**config.mk**
```make
export PLATFORM = sky130hd
export DESIGN_NAME = mem_stage
export DESIGN_NICKNAME = d
export VERILOG_FILES = /design/src/rtl/mem_pkg.sv /design/src/rtl/mem_stage_lsu_align.sv /design/src/rtl/mem_stage.sv
export SDC_FILE = /design/constraint.sdc
export NUM_CORES = 1
export LEC_CHECK = 0
export ABC_AREA = 1
export BUFFER_PORTS_ARGS = -buffer_cell sky130_fd_sc_hd__buf_2
export CORE_ASPECT_RATIO = 0.75
export CORE_MARGIN = 8
export CORE_UTILIZATION = 50
export DETAILED_ROUTE_END_ITERATION = 6
export HOLD_SLACK_MARGIN = 0.12
export PLACE_DENSITY = 0.81
export SKIP_CTS_REPAIR_TIMING = 1
export SLEW_MARGIN = 20
export SYNTH_ARGS = -nofsm -noshare
export SYNTH_HDL_FRONTEND = slang
export SYNTH_SLANG_ARGS = --single-unit
```
**constraint.sdc**
```tcl
create_clock -name clk -period 2.16 [get_ports clk]
set_input_delay 0.216 -clock clk [delete_from_list [all_inputs] [get_ports clk]]
set_output_delay 0.216 -clock clk [all_outputs]
set_load 0.02 [all_outputs]
```
**src/rtl/mem_pkg.sv**
```systemverilog
// Shared types and constants for the memory-access pipeline stage.
package mem_pkg;

    typedef enum logic {
        IDLE,
        WAIT
    } mem_state_t;

    localparam logic [2:0] F3_B  = 3'b000;
    localparam logic [2:0] F3_H  = 3'b001;
    localparam logic [2:0] F3_W  = 3'b010;
    localparam logic [2:0] F3_BU = 3'b100;
    localparam logic [2:0] F3_HU = 3'b101;

endpackage

```
**src/rtl/mem_stage_lsu_align.sv**
```systemverilog
// Byte/half/word lane steering for stores and loads, plus alignment check.
module lsu_align
    import mem_pkg::*;
(
    input  logic [1:0]  addr_lo,
    input  logic [2:0]  funct3,
    input  logic [31:0] store_data,
    input  logic [31:0] load_word,
    output logic [31:0] wdata,
    output logic [3:0]  wstrb,
    output logic [31:0] load_value,
    output logic        misaligned
);

    logic [7:0]  lane_byte;
    logic [15:0] lane_half;

    // Select the addressed byte and half of the returned load word.
    always_comb begin
        lane_byte = load_word[7:0];
        case (addr_lo)
            2'd0:    lane_byte = load_word[7:0];
            2'd1:    lane_byte = load_word[15:8];
            2'd2:    lane_byte = load_word[23:16];
            default: lane_byte = load_word[31:24];
        endcase
        lane_half = addr_lo[1] ? load_word[31:16] : load_word[15:0];
    end

    // Replicate store data across lanes, build strobes, extend load data.
    always_comb begin
        wdata      = '0;
        wstrb      = '0;
        load_value = '0;
        misaligned = 1'b0;
        case (funct3)
            F3_B, F3_BU: begin
                wdata      = {4{store_data[7:0]}};
                wstrb      = 4'b0001 << addr_lo;
                load_value = (funct3 == F3_B) ? {{24{lane_byte[7]}}, lane_byte}
                                              : {24'b0, lane_byte};
            end
            F3_H, F3_HU: begin
                wdata      = {2{store_data[15:0]}};
                wstrb      = addr_lo[1] ? 4'b1100 : 4'b0011;
                load_value = (funct3 == F3_H) ? {{16{lane_half[15]}}, lane_half}
                                              : {16'b0, lane_half};
                misaligned = addr_lo[0];
            end
            F3_W: begin
                wdata      = store_data;
                wstrb      = '1;
                load_value = load_word;
                misaligned = (addr_lo != 2'b00);
            end
            default: begin
                wdata      = '0;
                wstrb      = '0;
                load_value = '0;
                misaligned = 1'b0;
            end
        endcase
    end

endmodule

```
**src/rtl/mem_stage.sv**
```systemverilog
// MEM pipeline stage: EX/MEM and MEM/WB registers, data-memory handshake FSM
// and the stall raised while an access is outstanding.
module mem_stage
    import mem_pkg::*;
(
    input  logic        clk,
    input  logic        rst,
    input  logic        ex_valid,
    input  logic        ex_mem_read,
    input  logic        ex_mem_write,
    input  logic [2:0]  ex_funct3,
    input  logic        ex_reg_write,
    input  logic [4:0]  ex_rd,
    input  logic [31:0] ex_alu_result,
    input  logic [31:0] ex_mem_write_data,
    output logic        dmem_req,
    output logic        dmem_we,
    output logic [31:0] dmem_addr,
    output logic [31:0] dmem_wdata,
    output logic [3:0]  dmem_wstrb,
    input  logic        dmem_ready,
    input  logic        dmem_rvalid,
    input  logic [31:0] dmem_rdata,
    output logic        mem_stall,
    output logic        mem_reg_write,
    output logic [4:0]  mem_rd,
    output logic [31:0] mem_forward_value,
    output logic        misaligned,
    output logic        wb_valid,
    output logic        wb_reg_write,
    output logic [4:0]  wb_rd,
    output logic [31:0] wb_data
);

    mem_state_t  state;

    logic        m_valid;
    logic        m_read;
    logic        m_write;
    logic [2:0]  m_funct3;
    logic        m_reg_write;
    logic [4:0]  m_rd;
    logic [31:0] m_alu;
    logic [31:0] m_wdata;

    logic [31:0] al_wdata;
    logic [3:0]  al_wstrb;
    logic [31:0] al_load;
    logic        al_mis;

    logic        mem_op;
    logic        mis_acc;
    logic        op_live;
    logic        store_done;
    logic        load_accept;
    logic        load_done;

    lsu_align u_align (
        .addr_lo    (m_alu[1:0]),
        .funct3     (m_funct3),
        .store_data (m_wdata),
        .load_word  (dmem_rdata),
        .wdata      (al_wdata),
        .wstrb      (al_wstrb),
        .load_value (al_load),
        .misaligned (al_mis)
    );

    // Request, completion and stall decode from the held EX/MEM op.
    always_comb begin
        mem_op      = m_valid & (m_read | m_write);
        mis_acc     = mem_op & al_mis;
        op_live     = mem_op & ~al_mis;
        dmem_req    = op_live & (state == IDLE);
        dmem_we     = dmem_req & m_write;
        dmem_addr   = dmem_req ? {m_alu[31:2], 2'b00} : '0;
        dmem_wdata  = dmem_we ? al_wdata : '0;
        dmem_wstrb  = dmem_we ? al_wstrb : '0;
        store_done  = dmem_req & dmem_ready & m_write;
        load_accept = dmem_req & dmem_ready & ~m_write;
        load_done   = (state == WAIT) & dmem_rvalid;
        mem_stall   = op_live & ~(store_done | load_done);
        misaligned  = mis_acc;
        mem_reg_write     = m_valid & m_reg_write & ~m_read;
        mem_rd            = m_rd;
        mem_forward_value = m_alu;
    end

    // EX/MEM register: captures the EX op unless the stage is stalled.
    always_ff @(posedge clk) begin
        if (rst) begin
            m_valid     <= 1'b0;
            m_read      <= 1'b0;
            m_write     <= 1'b0;
            m_funct3    <= '0;
            m_reg_write <= 1'b0;
            m_rd        <= '0;
            m_alu       <= '0;
            m_wdata     <= '0;
        end else if (!mem_stall) begin
            m_valid     <= ex_valid;
            m_read      <= ex_mem_read;
            m_write     <= ex_mem_write;
            m_funct3    <= ex_funct3;
            m_reg_write <= ex_reg_write;
            m_rd        <= ex_rd;
            m_alu       <= ex_alu_result;
            m_wdata     <= ex_mem_write_data;
        end
    end

    // Handshake FSM: a load waits here for rvalid once accepted.
    always_ff @(posedge clk) begin
        if (rst) begin
            state <= IDLE;
        end else begin
            case (state)
                IDLE:    if (load_accept) state <= WAIT;
                WAIT:    if (dmem_rvalid) state <= IDLE;
                default: state <= IDLE;
            endcase
        end
    end

    // MEM/WB register: bubble while stalled; misaligned ops retire without a write.
    always_ff @(posedge clk) begin
        if (rst) begin
            wb_valid     <= 1'b0;
            wb_reg_write <= 1'b0;
            wb_rd        <= '0;
            wb_data      <= '0;
        end else if (mem_stall) begin
            wb_valid     <= 1'b0;
            wb_reg_write <= 1'b0;
        end else begin
            wb_valid     <= m_valid;
            wb_reg_write <= m_valid & m_reg_write & ~mis_acc;
            wb_rd        <= m_rd;
            wb_data      <= (m_read & ~mis_acc) ? al_load : m_alu;
        end
    end

endmodule
```
==> results of run 1 <==
layer usage:
| metal | vias up | part of all wire [%] | GRT usage, % | wire, um |
|---|---|---|---|---|
| li1 | 4158 | - | - | - |
| met1 | 4070 | 40 | 35.0 | 12000 |
| met2 | 620 | 45 | 42.5 | 13800 |
| met3 | 106 | 12 | 8.11 | 3510 |
| met4 | 0 | 3.5 | 8.88 | 1060 |
| met5 | - | 0 | 0 | 0 |
worst max-delay path, delay by kind of cell (launching register included):
family	cells	cell delay (ns)
compound gates	1	0.14
simple gates	5	0.71
buf+inv	4	0.53
flops	1	0.37
through the flow:
| step | cells | hold WS [ns] | cell area [um2] | setup WS (ns) |
|---|---|---|---|---|
| after floorplan | 1136 | 0.337 | 6940 | -0.0302 |
| after global placement | 1515 | 0.426 | 8200 | 0.159 |
| after detailed placement | 1515 | 0.428 | 8200 | 0.109 |
| after CTS | 1547 | -0.000181 | 8840 | -0.271 |
| after global routing | 1636 | 0.139 | 10300 | -0.301 |
| final | 1636 | 0.139 | 10300 | -0.231 |
worst max path at each step:
stage | endpoint | slack, ns | depth (start not counted)
2_1_floorplan | dmem_wdata[24] | -0.03 | 11
3_3_place_gp | wb_data[31] | 0.16 | 9
3_5_place_dp | wb_data[31] | 0.11 | 9
4_1_cts | dmem_wdata[19] | -0.27 | 10
5_1_grt | dmem_wdata[16] | -0.30 | 10
6_report | dmem_wdata[17] | -0.23 | 10
final cells by class:
| type | count | share of cell area (%) |
|---|---|---|
| Timing Repair inverter | 2 | 0.353 |
| Antenna cell | 1 | 0.0244 |
| Sequential cell | 116 | 22.8 |
| Multi-Input combinational cell | 861 | 40.0 |
| Clock inverter | 13 | 1.91 |
| Clock buffer | 19 | 4.31 |
| Inverter | 80 | 3.29 |
| Tap cell | 175 | 2.13 |
| Timing Repair Buffer | 369 | 25.2 |
where the power goes:
part | internal (mW) | total, mW | switching [mW] | leakage (nW)
clock network | 1.98 | 3.10 | 1.12 | 0.305
registers | 2.33 | 2.48 | 0.147 | 0.966
logic | 0.711 | 1.91 | 1.20 | 3.86
total | 5.02 | 7.49 | 2.46 | 5.14
cell usage in the layout (no fill, tap or decap), types with 3 or more instances in the layout:
master / instances
dfxtp_2: 3
a21oi_4: 5
inv_1: 71
nor2_1: 263
nand3b_1: 61
nor2_2: 18
dfxtp_1: 110
clkinvlp_4: 3
clkinv_4: 4
buf_2: 221
nand3_1: 74
dlygate4sd3_1: 75
buf_12: 7
a21oi_2: 4
nor2_4: 22
nand2_2: 5
bufinv_16: 4
o21ai_0: 29
dfxtp_4: 3
buf_4: 40
inv_2: 3
a21oi_1: 36
nand2_1: 325
clkbuf_16: 17
a221oi_2: 6
inv_6: 4
buf_6: 26
cells by family after synthesis:
| kind of cell | Yosys count | share of synthesized area [%] |
|---|---|---|
| other cells | 1 | 0.0541 |
| buf+inv | 159 | 11.7 |
| flops | 116 | 33.5 |
| compound gates | 84 | 6.68 |
| simple gates | 775 | 48.1 |
registers in the layout (all words and copies together) (netlist names), 3 cells and up:
name               cells
m_wdata               32
wb_data               32
m_funct3               3
mem_forward_value     32
wb_rd                  5
mem_rd                 5
==> metrics.md, run 1 <==
| Metric | Value |
|---|---|
| Run status | `complete, but fails checks` |
| Violated checks | `setup timing` |
| RR Startpoint | `m_read` |
| DR WL/cell | `about 19 um` |
| I/O pin cnt | `~260` |
| 1st-iter DRT viols | `about 1000` |
| Async SR Flop Fraction | `0%` |
| Initial antenna violation count | `1` |
| Vias per inst | `5.47` |
| Vias | `between 8000 and 9000` |
| Tcrit/Tclk final | `111%` |
| Min cycle time layout | `2.39 ns` |
| Clock latency on the worst-skew pair | `~0.42 ns` |
| Max-cap viol count | `0` |
| Clk slew on worst S/H paths | `~0.06 ns` |
| Critical Path AT | `about 2.2 ns` |
| Launch point of the worst path | `m_read` |
| Cell variety after synth | `27` |
| R2R cell count | `10` |
| RR Endpoint | `m_wdata[17]` |
| Hold path cells | `3` |
| Post-synth top flop | `dfxtp_1` |
| Fmax achieved | `between 400 and 500 MHz` |
| Yosys warning count | `0` |
| Area of the multi-input gates | `4110 um2` |
| Power Density | `approximately 730 nW/um2` |
| Worst R2R Setup Slack | `-0.12 ns` |
| Yosys reg bits | `between 100 and 150` |
| Syn-to-layout area delta | `48.2%` |
| Crit path setup slack, layout | `-0.231 ns` |
| Setup TNS | `-4.11 ns` |
| DIE AREA | `17900 um2` |
| Cell Chain, Critical Path | `nor2_4 > nor2_2 > nand3_2 > nor2_4 > inv_2 > nor2_4 > buf_6 > clkinv_8 > a21oi_2 > buf_4` |
| Slew HR | `between 60% and 70%` |
| Hold endpoint | `mem_forward_value[1]` |
| CP endpoint kind | `output port` |
| Largest net degree at the start of global routing | `113` |
| CORE AREA | `approximately 14000 um2` |
| Hold path startpoint | `ex_alu_result[1]` |
| Max FO, Critical Path | `7` |
| CTS tree | `yes` |
| Slowest cell on the critical path | `dfxtp_4` |
| Startpoint types | `flip-flop` |
| GRT Util Overall | `27.1%` |
| H-tree depth | `4` |
| Pre-Repair DR Iteration Count | `6` |
| Fraction of layout cells with a size suffix above 1 | `between 20 and 30%` |
| Post-synth EDFFs | `0` |
| Routed WL | `30400 um` |
| Worst Path Required | `~1.9 ns` |
| Static leakage | `5.14 nW` |
| Final hold vios | `0` |
| RSZ-0062 raised after global routing | `yes` |
| Critical Path Most Common Cell | `nor2_4` |
| Mapped cell area | `6930 um2` |
| Finish-stage setup viols | `38` |
| Count leader, synth | `nand2_1` |
| First-pass GRT wire length | `about 40000 um` |
| Nets@finish | `between 1500 and 2000` |
| Clk buf depth | `2` |
| Max-slew violation count | `0` |
| GRT overflow | `0` |
| Dpl hpwl | `~18000 um` |
| Antenna-violating nets left | `0` |
| Final core utilization | `roughly three quarters` |
| Hold/Removal Path Class | `in -> reg` |
| Num rows | `37` |
| Seq. cell area | `2340 um2` |
| CTS Root Cell | `clkbuf_16` |
| Post-synthesis average cell area | `slightly above 6 um2` |
| GP Congestion | `between 0.9 and 1` |
| Post-synthesis sequential area ratio | `33.5%` |
| DRC | `0` |
| CTS Buf Count | `17` |
| Most frequent cells after synthesis | `nand2_1 (329), nor2_1 (287), dfxtp_1 (116)` |
| CTS Sinks | `around 120` |
| Least-Margin Pin Slew | `0.585 ns` |
| Port bufs | `around 260` |
| Fill cell count | `around 1000` |
| Crit Path Category | `reg -> out` |
| Post-synth top area cell | `dfxtp_1` |
| Starting density of the core | `approximately half` |
| Crit-path max cell delay | `around 0.37 ns` |
| Synth area leaders | `dfxtp_1 (34%), nand2_1 (18%), nor2_1 (16%)` |
| Vias in the first global route | `roughly 7700` |
| Power consumption | `7.49 mW` |
| Top-area cell type share of the netlist area | `between 30% and 40%` |
| Post-Syn Instances | `roughly 1100` |
| Die height | `118 um` |
| Clock Skew | `between 0.01 and 0.015 ns` |
| Die Width | `roughly 150 um` |
| Maximum vdd drop | `roughly 0.63 mV` |
Power figures use the tool's default switching activity.
==> inputs of run 2 (changes only) <==
- GPL_TIMING_DRIVEN: unset -> 0
==> metrics.md, run 2 (synthesis gave the netlist of run 1 again) <==
| Metric | Value |
|---|---|
| Maximum vdd drop | `~0.64 mV` |
| Syn-to-layout area delta | `53.5%` |
| Pre-Repair DR Iteration Count | `7` |
| Crit-path max cell delay | `0.32 ns` |
| Placed inst area | `~8500 um2` |
| Clk buf depth | `2` |
| Max-cap viol count | `0` |
| Cell Chain, Critical Path | `buf_6 > buf_12 > nand3_4 > nand3_4 > nor2_4 > inv_4 > nor2_4 > clkinv_4 > buf_6 > nor2_1 > buf_4` |
| Num rows | `37` |
| Die Width | `~150 um` |
| Vias per inst | `5.47` |
| DIE AREA | `between 15000 and 20000 um2` |
| Commonest cells after routing, fill and taps aside | `nand2_1 (325), nor2_1 (262), buf_2 (232)` |
| RSZ-0062 raised after global routing | `yes` |
| GRT overflow | `0` |
| Fill cell count | `992` |
| Finished layout cell area | `between 10000 and 15000 um2` |
| Max FO, Critical Path | `10` |
| Crit Path Category | `reg -> out` |
| Power Density | `approximately 700 nW/um2` |
| Slew HR | `55.6%` |
| Routed WL | `roughly 32000 um` |
| Clock share of power | `around 40%` |
| Sequential share of power | `about a third` |
| CTS Root Cell | `clkbuf_16` |
| Dpl hpwl | `around 21000 um` |
| Largest net degree at the start of global routing | `17` |
| Hold/Removal Path Class | `in -> reg` |
| GP Congestion | `1.00` |
| Starting density of the core | `between 50 and 60%` |
| Fraction of layout cells with a size suffix above 1 | `~30%` |
| Initial antenna violation count | `0` |
| Min cycle time layout | `2.48 ns` |
| Die height | `between 100 and 150 um` |
| Fmax achieved | `roughly 400 MHz` |
| DR WL/cell | `around 19 um` |
| Violated checks | `setup timing` |
| Combinational group share of total power | `approximately 27%` |
| CP endpoint kind | `output port` |
| CP top delay family | `buffers and inverters` |
| Slowest cell on the critical path | `dfxtp_2` |
| Vias | `just over 9000` |
| First-pass GRT wire length | `between 40000 and 50000 um` |
| Switch Pwr | `2.51 mW` |
| I/O pin cnt | `around 260` |
| Least-Margin Pin Slew | `between 0.6 and 0.7 ns` |
| Internal | `4.98 mW` |
| GRT Util Overall | `29.7%` |
| Clock Skew | `0.00866 ns` |
| Total buffers and inverters traversed by the critical path | `6` |
| Clk slew on worst S/H paths | `approximately 0.06 ns` |
| Most common cell after layout, fill and taps aside | `nand2_1` |
| WHS | `roughly 0.066 ns` |
| CTS Buf Count | `17` |
| Nets@finish | `1628` |
| Static leakage | `around 5.4 nW` |
| Tcrit/Tclk final | `115%` |
| CORE AREA | `between 10000 and 15000 um2` |
| Antenna-violating nets left | `0` |
| H-tree depth | `4` |
| Crit path setup slack, layout | `-0.322 ns` |
| DRC | `0` |
| Switching share of power | `33.5%` |
| Startpoint types | `flip-flop` |
| CTS tree | `yes` |
| CTS Sinks | `116` |
| Final hold vios | `0` |
| Critical Path AT | `2.27 ns` |
| Vias in the first global route | `8052` |
| Max-slew violation count | `0` |
| Run status | `complete, but fails checks` |
| 1st-iter DRT viols | `roughly 1100` |
| Port bufs | `between 200 and 300` |
| Finish-stage setup viols | `40` |
| Worst Path Required | `between 1.5 and 2 ns` |
| Clock latency on the worst-skew pair | `0.42 ns` |
| Setup TNS | `-5.79 ns` |
| Final core utilization | `between 70 and 80%` |
[run 2: through the flow]
step / setup slack [ns] / power [mW] / cells
floorplan: -0.0302 / 3.58 / 1136
global placement: -0.146 / 4.15 / 1569
detailed placement: -0.129 / 4.17 / 1569
CTS: -0.588 / 7.10 / 1600
global route: -0.393 / 7.77 / 1703
finish: -0.322 / 7.49 / 1704
[run 2: worst min-delay path, delay by kind of cell]
kind	cells	cell delay, ns
AND/OR/NAND/NOR	2	0.12
buffers and inverters	1	0.10
[run 2: final cells by class]
type                    instances  area, um2  area share, %
multi-input cells             861       4080           38.3
repair buffers                361       2480           23.4
flip-flops and latches        116       2340           22.0
plain buffers                  78        576           5.41
clock buffers                  19        453           4.26
inverters                      80        325           3.06
well taps                     175        219           2.06
clock inverters                12        155           1.46
repair inverters                1       11.3          0.106
diodes                          1       2.50         0.0235
[run 2: path summary, 6_finish.rpt]
| kind | cells after the start | slack [ns] | endpoint | from |
|---|---|---|---|---|
| worst min register to register | 2 | 0.48 | wb_data[2] | wb_data[2] |
| worst min-delay path | 3 | 0.07 | mem_forward_value[0] | ex_alu_result[0] |
| worst max-delay path | 11 | -0.32 | dmem_wdata[30] | m_funct3[1] |
| worst max register to register | 14 | 0.01 | m_reg_write | m_funct3[1] |
[run 2: power by group through the flow]
stage                     Sequential (mW)  Clock [mW]  Combinational, mW
after floorplan                      2.62           0              0.958
after global placement               2.49           0               1.66
after detailed placement             2.49           0               1.68
after CTS                            2.45        2.96               1.69
after global routing                 2.48        3.09               2.19
final                                2.47        2.99               2.03
[run 2: layer usage]
layer	global-route usage, %	part of all wire (%)	vias to the layer above	wire length (um)
met5	0	0	-	0
met4	9.81	3.7	0	1190
met3	7.70	11	123	3490
met2	46.1	45	645	14600
met1	39.2	40	4255	12900
li1	-	-	4299	-
==> inputs of run 3 (changes only) <==
- CORE_UTILIZATION: 50 -> 30
- PLACE_DENSITY: 0.81 -> unset
- SKIP_CTS_REPAIR_TIMING: 1 -> unset
- SYNTH_HIERARCHICAL: unset -> 1
==> metrics.md, run 3 <==
| Metric | Value |
|---|---|
| Run status | `complete, but fails checks` |
| Post-synth top flop | `dfxtp_1` |
| DRC | `0` |
| Crit Path Category | `reg -> out` |
| Count leader, synth | `nand2_1` |
| Pre-CTS worst setup slack | `-0.651 ns` |
| GRT Util Overall | `about a quarter` |
| RSZ-0062 raised after global routing | `yes` |
| Slew HR | `between 50% and 60%` |
| Post-synth EDFFs | `0` |
| Crit path setup slack, layout | `-0.236 ns` |
| Yosys warning count | `6` |
| Vias per inst | `a little under 5` |
| Post-synthesis average cell area | `5.83 um2` |
| Placed insts | `1897` |
| Finished layout cell area | `about 13000 um2` |
| Static leakage | `between 6 and 7 nW` |
| Largest family of logic cells by synthesized area | `simple AND/OR/NAND/NOR gates` |
| Fmax achieved | `approximately 420 MHz` |
| Most frequent cells after synthesis | `nand2_1 (411), nor2_1 (215), inv_1 (130)` |
| Cell variety after synth | `25` |
| Max-cap viol count | `0` |
| Startpoint types | `flip-flop` |
| First-pass GRT wire length | `about 56000 um` |
| Pre-Repair DR Iteration Count | `5` |
| CP endpoint kind | `output port` |
| Clock Skew | `around 0.012 ns` |
| Cell Chain, Critical Path | `buf_12 > buf_12 > nand3_4 > a21oi_4 > inv_2 > nand3_4 > nor2_4 > inv_4 > nor2_4 > inv_6 > buf_12 > nor2_4 > buf_6` |
| Post-synthesis sequential area ratio | `between 30% and 40%` |
| CTS Sinks | `roughly 120` |
| Max FO, Critical Path | `10` |
| Clk slew on worst S/H paths | `approximately 0.060 ns` |
| Finish-stage setup viols | `67` |
| Most common cell after layout, fill and taps aside | `nand2_1` |
| GP Congestion | `0.937` |
| Nets@finish | `between 1500 and 2000` |
| Syn-to-layout area delta | `65.4%` |
| DIE AREA | `between 30000 and 40000 um2` |
| Maximum vdd drop | `roughly 0.56 mV` |
| Largest net degree at the start of global routing | `17` |
| Critical Path AT | `2.18 ns` |
| Max-slew violation count | `0` |
| Yosys reg bits | `between 100 and 150` |
| Num rows | `50` |
| Async SR Flop Fraction | `0%` |
| Fraction of layout cells with a size suffix above 1 | `between 30% and 40%` |
| I/O pin cnt | `~260` |
| CTS tree | `yes` |
| WHS | `between 0.3 and 0.4 ns` |
| Antenna-violating nets left | `0` |
| DR WL/cell | `roughly 19 um` |
| Least-Margin Pin Slew | `slightly below 0.7 ns` |
| Post-synth top area cell | `dfxtp_1` |
| 1st-iter DRT viols | `861` |
| CTS Buf Count | `17` |
| Power Density | `between 600 and 700 nW/um2` |
| Placed inst area | `slightly below 10000 um2` |
| Die height | `between 150 and 200 um` |
| Compound-Gate Fraction of Synth Area | `under 10%` |
| CORE AREA | `between 20000 and 25000 um2` |
| Fill cell count | `around 2600` |
| Synth Area in XOR/XNOR | `0%` |
| Mapped cell area | `around 7600 um2` |
| H-tree depth | `4` |
| Slowest cell on the critical path | `dfxtp_2` |
| Post-Synth Adder-Cell Area | `0%` |
| Commonest cells after routing, fill and taps aside | `nand2_1 (409), buf_2 (198), nor2_1 (152)` |
| Clk buf depth | `2` |
| Routed WL | `38900 um` |
| Non-filler instance count after layout | `around 2000` |
| GRT overflow | `0` |
| Post-Syn Instances | `1300` |
| Tcrit/Tclk final | `111%` |
| Initial antenna violation count | `5` |
| Violated checks | `setup timing` |
| Port bufs | `between 200 and 300` |
| Proportion of synthesized area in mux cells | `0%` |
| Worst Path Required | `1.94 ns` |
| Top-area cell type share of the netlist area | `30.6%` |
| Clock latency on the worst-skew pair | `0.42 ns` |
| Hold/Removal Path Class | `in -> reg` |
| Die Width | `around 200 um` |
| Crit-path max cell delay | `~0.33 ns` |
| Vias in the first global route | `approximately 9700` |
| Final hold vios | `0` |
| Dpl hpwl | `27700 um` |
| Synth area leaders | `dfxtp_1 (31%), nand2_1 (20%), nor2_1 (11%)` |
| Starting density of the core | `between 30% and 40%` |
| Vias | `~10000` |
| Final core utilization | `between 50% and 60%` |
| Simple-gate area share of the yosys netlist | `between 40% and 50%` |
| Min cycle time layout | `about 2.4 ns` |
| CTS Root Cell | `clkbuf_16` |
## run 3: cell type report
| type | instances | area, um2 | share of cell area, % |
|---|---|---|---|
| clock buffers | 17 | 425 | 3.39 |
| plain buffers | 97 | 846 | 6.75 |
| repair buffers | 373 | 2890 | 23.1 |
| well taps | 338 | 423 | 3.37 |
| diodes | 1 | 2.50 | 0.0200 |
| multi-input cells | 944 | 4840 | 38.6 |
| inverters | 143 | 573 | 4.57 |
| flip-flops and latches | 116 | 2340 | 18.6 |
| clock inverters | 14 | 200 | 1.60 |
## run 3: power by group
group / switching (mW) / leakage [nW] / internal, mW / total (mW)
registers: 0.166 / 0.966 / 2.34 / 2.50
logic: 1.51 / 5.05 / 0.957 / 2.46
clock network: 1.15 / 0.296 / 1.94 / 3.09
## run 3: final timing paths
check,endpoint,depth (start not counted),slack [ns],start
hold / removal,state,4,0.34,dmem_ready
setup reg to reg,mem_forward_value[16],14,0.03,m_funct3[1]
hold reg to reg,wb_data[4],2,0.48,wb_data[4]
setup / recovery,dmem_wdata[14],13,-0.24,m_funct3[1]
## run 3: kinds of logic after synthesis
kind of cell / Yosys count
AOI/OAI and AO/OA: 109
and+or+nand+nor: 833
DFF: 116
other: 1
buffers and inverters: 241
## run 3: critical path: cells and delay by family (launching register included)
family,cells,cell delay [ns]
simple gates,5,0.53
compound gates,1,0.08
flops,1,0.33
buf+inv,7,0.78
## run 3: what timing repair did
action | CTS | global route
endpoints found under the hold margin | 79 | 0
setup buffers | 22 | 11
resized for setup | 209 | 163
pin swaps | 7 | 6
hold buffers | 78 | 0
setup endpoints to repair | 185 | 180
gates cloned | 2 | 3
## run 3: layer usage
| metal | vias up | part of all wire (%) | track usage [%] |
|---|---|---|---|
| li1 | 4830 | - | - |
| met1 | 4672 | 44 | 32.6 |
| met3 | 99 | 8.7 | 5.32 |
| met2 | 499 | 44 | 36.4 |
| met5 | - | 0.13 | 0 |
| met4 | 8 | 2.8 | 7.73 |
## run 3: metrics by stage
step / TNS (ns) / total power, mW
global placement: -57.02 / 4.52
floorplan: -0.0542 / 3.80
finish: -10.44 / 8.06
CTS: -10.19 / 7.88
global route: -15.23 / 8.39
detailed placement: -59.72 / 4.52
